`src/rtl/id_operand_unit.sv`:
```
// Decode-stage operand unit: 32x32 register file with write-through bypass,
// JAL link-data select, branch-compare forwarding and immediate sign extension.

module mux2 (
    input  logic        sel,
    input  logic [31:0] d0,
    input  logic [31:0] d1,
    output logic [31:0] y
);
    assign y = sel ? d1 : d0;
endmodule

module sign_ext (
    input  logic [15:0] a,
    output logic [31:0] y
);
    assign y = {{16{a[15]}}, a};
endmodule

module reg_file (
    input  logic        clk,
    input  logic        rst,
    input  logic [4:0]  a1,
    input  logic [4:0]  a2,
    input  logic [4:0]  a3,
    input  logic        we3,
    input  logic [31:0] wd3,
    output logic [31:0] rd1,
    output logic [31:0] rd2
);
    logic [31:0] regs [0:31];
    logic        wr_ok;

    // A write is live only outside reset and never targets r0
    assign wr_ok = we3 && !rst && (a3 != 5'd0);

    always_ff @(posedge clk or posedge rst) begin
        if (rst) begin
            for (int i = 0; i < 32; i++) begin
                regs[i] <= '0;
            end
        end else if (wr_ok) begin
            regs[a3] <= wd3;
        end
    end

    always_comb begin
        rd1 = '0;
        if (a1 == 5'd0) begin
            rd1 = '0;
        end else if (wr_ok && (a3 == a1)) begin
            rd1 = wd3;
        end else begin
            rd1 = regs[a1];
        end
    end

    always_comb begin
        rd2 = '0;
        if (a2 == 5'd0) begin
            rd2 = '0;
        end else if (wr_ok && (a3 == a2)) begin
            rd2 = wd3;
        end else begin
            rd2 = regs[a2];
        end
    end
endmodule

module id_operand_unit (
    input  logic        clk,
    input  logic        rst,
    input  logic        print_en,
    input  logic [4:0]  a1,
    input  logic [4:0]  a2,
    input  logic [4:0]  a3,
    input  logic        we3,
    input  logic [31:0] result_w,
    input  logic [31:0] pc_plus4_d,
    input  logic        jal,
    input  logic [31:0] alu_out_m,
    input  logic        forward_ad,
    input  logic        forward_bd,
    input  logic [15:0] imm16,
    output logic [31:0] rd1,
    output logic [31:0] rd2,
    output logic [31:0] rd1_d,
    output logic [31:0] rd2_d,
    output logic [31:0] sign_imm,
    output logic [31:0] wd3
);
    // Register dump is a simulation-side concern; no hardware hangs off it
    logic unused_print_en;
    assign unused_print_en = print_en;

    mux2 u_wd_mux (
        .sel (jal),
        .d0  (result_w),
        .d1  (pc_plus4_d),
        .y   (wd3)
    );

    reg_file u_rf (
        .clk (clk),
        .rst (rst),
        .a1  (a1),
        .a2  (a2),
        .a3  (a3),
        .we3 (we3),
        .wd3 (wd3),
        .rd1 (rd1),
        .rd2 (rd2)
    );

    mux2 u_fwd_a (
        .sel (forward_ad),
        .d0  (rd1),
        .d1  (alu_out_m),
        .y   (rd1_d)
    );

    mux2 u_fwd_b (
        .sel (forward_bd),
        .d0  (rd2),
        .d1  (alu_out_m),
        .y   (rd2_d)
    );

    sign_ext u_se (
        .a (imm16),
        .y (sign_imm)
    );
endmodule

```
`config.mk`:
```
export PLATFORM = sky130hd
export DESIGN_NAME = id_operand_unit
export DESIGN_NICKNAME = d
export VERILOG_FILES = /design/src/rtl/id_operand_unit.sv
export SDC_FILE = /design/constraint.sdc
export NUM_CORES = 2
export LEC_CHECK = 0
export CAP_MARGIN = 5
export CORE_UTILIZATION = 55
export CTS_BUF_LIST = sky130_fd_sc_hd__clkbuf_4 sky130_fd_sc_hd__clkbuf_8
export DETAILED_ROUTE_END_ITERATION = 12
export GPL_TIMING_DRIVEN = 0
export HOLD_SLACK_MARGIN = 0.15
export PLACE_DENSITY = 0.75
export SYNTH_ARGS = -nofsm -noshare
export SYNTH_HDL_FRONTEND = slang
export SYNTH_SLANG_ARGS = --single-unit
```
`constraint.sdc`:
```
create_clock -name clk -period 91.9 [get_ports clk]
set_input_delay 18.38 -clock clk [delete_from_list [all_inputs] [get_ports clk]]
set_output_delay 18.38 -clock clk [all_outputs]
set_load 0.01 [all_outputs]
```
==> results.md <==
* Status: finished with violations
* Failing checks: capacitance limit, slew limit
* Cell area power density at 21.3 mW/mm^2
* Most used cell, CP: buf_2
* RSZ-0062 raised after global routing: false
* Critical Path Start Type: input port
* First-pass GRT wire length at 377 mm
* Nets at 5759
* Crit path max-delay family: buffers and inverters
* Final Hold Vio Count at 0
* Post-synth EDFFs at 0
* Pins Over Slew Limit at 52
* Asr flop ratio synth at 1.00
* Sw power at 0.000439 W
* Min Tclk post-route at 42300 ps
* Skew-Pair Late Insertion Delay at 880 ps
* Flop and latch count out of synthesis at 1024
* Worst endpoint data arrival time at 23920 ps
* Comb pwr share at 0.231
* Total track usage at 0.557
* Area occupied by multi-input gates at 0.0259 sq mm
* FF+latch area at 0.0256 sq mm
* Most frequent cells in the layout: dfrtp_1 (1024), nand2_1 (623), o21ai_0 (618)
* Power, Total at 0.00134 W
* F_max at 0.0236 GHz
* Largest net degree at the start of global routing at 124
* Netlist Area Pre-Place at 0.0542 sq mm
* # clock sinks at 1024
* Clk buf depth at 3
* Reg2reg setup slack at 91100 ps
* Worst hold slack at 481 ps
* Num CTS Buffers at 174
* Share of layout cells above drive strength 1 at 0.189
* Final WL at 277 mm
* Initial core utilization at 0.558
* Core box area at 0.0971 sq mm
* Pre-CTS setup slack at 50020 ps
* Crit-path cells: buf_2 -> buf_2 -> buf_2 -> nand2b_1 -> clkbuf_1 -> o22ai_1 -> nor3_1 -> nor3_1 -> o21ai_0 -> clkdlybuf4s50_1
* P_int at 0.000905 W
* Sequential power share at 0.434
* Starting DRT DRC Count at 9396
* # resized after CTS at 0
* CP Buf/Inv Count at 5
* Post-CTS Setup Bufs at 0
* Least-Margin Pin Slew at 1670 ps
* Crit Path Category: input port to primary output
* Core Util, Final at 0.649
* Hold-fix buffers at CTS at 0
* Layout Skew at 0 ps
* Clock power share at 0.335
* CP max FO at 10
* Setup violators final at 0
* Synthesized area per cell at 10.6 sq um
* Worst Path Required at 73520 ps
* Avg WL per Cell at 39.3 um
* Post-DRT Antenna Nets at 0
* Worst-path clk slew at 60 ps
* Unique masters post-synth at 55
* Top flop regs: u_rf.regs (1024)
* Setup crit end kind: primary output
* Slowest stage delay, CP at 1080 ps
* Worst slew margin at -0.127
* Routed via count at 52000
* Final Cycle Share at 0.460
* Max-cap violations at 9
* Number of flip-flops in the largest register at 1024
* Die width at 316 um
* Cell at the slowest stage of the critical path: clkbuf_1
* Lkg Pwr at 27.0 nW
* Vias per cell at 7.39
* Clk root buf: clkbuf_8
* PortBufs at 295
* RD Place Congestion at 1.11
* Num rows at 114
* Post-synthesis sequential area ratio at 0.473
* Switching portion of total power at 0.327
* Area growth from synthesis to layout at 16.4%
* Die area at 0.0998 sq mm
* Synth Flop Type: dfrtp_1
* Fill count at 7832
* H-tree levels at 4
* Top reg by flops: u_rf.regs
* DR pass1 iterations at 11
* TritonCTS clock tree: built
* Syn nets at 5259
* Most common cell after layout, fill and taps aside: dfrtp_1
* Worst vdd ir at 0.0168 mV
* Grt total ovfl at 0
* Post-route DRC at 0
* Setup TNS at 0 ps
* Hold Path Class: flip-flop to flip-flop
* Die Y at 316 um
* Initial antenna violation count at 17
* Final HPWL from detailed placement at 205 mm
* Vias in the first global route at 48900
* Syn. warnings at 0
* I/O Pins at 326
* Slack of the critical path at 49600 ps
* Post-Synthesis Cells at 5125
worst register-to-register path: stages (launching register included):
cell and delay, ps:
dfrtp_1 440, nor2_1 130, a21oi_1 60
cells by family (layout without fill, tap and decap cells):
| kind of cell | Yosys count | after routing | share of synthesized area |
|---|---|---|---|
| AND/OR/NAND/NOR | 1289 | 1289 | 0.0975 |
| XOR/XNOR | 10 | 10 | 0.00162 |
| buffers and inverters | 629 | 1253 | 0.0500 |
| other | 0 | 18 | 0 |
| AO/OA/AOI/OAI | 1481 | 1481 | 0.154 |
| multiplexers | 692 | 692 | 0.224 |
| flip-flops | 1024 | 1024 | 0.473 |
through the flow:
step,instances,instance area (sq um)
6_report,7043,63100
5_1_grt,7027,63000
4_1_cts,7014,62900
3_5_place_dp,6714,59200
3_3_place_gp,6696,58700
2_1_floorplan,5125,54200
Yosys cell counts (3+ instances only):
cell / instances / area, sq um
dfrtp_1: 1024 / 25600
nand2_1: 623 / 2340
o21ai_0: 618 / 3090
nor2_1: 481 / 1810
a21oi_1: 428 / 2140
clkbuf_1: 425 / 1600
mux4_2: 393 / 8850
o22ai_1: 229 / 1430
mux2_2: 193 / 2170
mux2i_1: 104 / 1040
buf_2: 88 / 440
nor3_1: 50 / 250
nor4_1: 49 / 307
buf_4: 45 / 338
a22oi_1: 43 / 323
o2bb2ai_1: 35 / 307
inv_1: 34 / 128
a221o_1: 32 / 320
a211oi_1: 31 / 233
buf_1: 29 / 109
nand2b_1: 16 / 100
nor2b_1: 16 / 100
o31ai_1: 16 / 120
o21ai_1: 12 / 60.1
nand3_1: 10 / 50.1
xor2_1: 10 / 87.6
and3_1: 8 / 50.1
nand3b_1: 8 / 60.1
a211oi_2: 7 / 87.6
a21o_1: 6 / 45.0
a31oi_1: 6 / 37.5
buf_6: 5 / 56.3
nor3b_1: 5 / 37.5
and2_1: 4 / 25.0
a21boi_0: 3 / 22.5
a22o_1: 3 / 26.3
nor4b_1: 3 / 26.3
o211a_1: 3 / 30.0
o211ai_1: 3 / 22.5
or2_2: 3 / 18.8
or3b_2: 3 / 26.3
per-layer routing:
metal	global-route usage	wire, um
met1	0.677	91800
met2	0.732	109000
met3	0.285	47000
met4	0.457	28700
met5	0.0185	449
area by class of cell:
class / instances / area share
Antenna cell: 18 / 0.000714
Buffer: 594 / 0.0410
Clock buffer: 276 / 0.0554
Clock inverter: 24 / 0.00385
Inverter: 35 / 0.00220
Multi-Input combinational cell: 3472 / 0.410
Sequential cell: 1024 / 0.406
Tap cell: 1276 / 0.0253
Timing Repair Buffer: 324 / 0.0549
worst paths after layout:
path,from,end,depth (start not counted)
worst max register to register,u_rf.regs[585],u_rf.regs[585],2
max in group asynchronous,rst,u_rf.regs[472],5
worst max-delay path,a2[0],rd2_d[13],10
min in group asynchronous,rst,u_rf.regs[646],2
worst min register to register,u_rf.regs[1014],u_rf.regs[1014],1
worst min-delay path,u_rf.regs[1014],u_rf.regs[1014],1
power by group through the flow:
stage / Sequential (W) / Clock (W) / Combinational (W)
floorplan: 0.000566 / 0 / 0.000186
global placement: 0.000585 / 0 / 0.000287
detailed placement: 0.000587 / 0 / 0.000295
CTS: 0.000579 / 0.000444 / 0.000296
global route: 0.000588 / 0.000465 / 0.000321
finish: 0.000583 / 0.000451 / 0.000311
(Power assumes the default switching activity.)
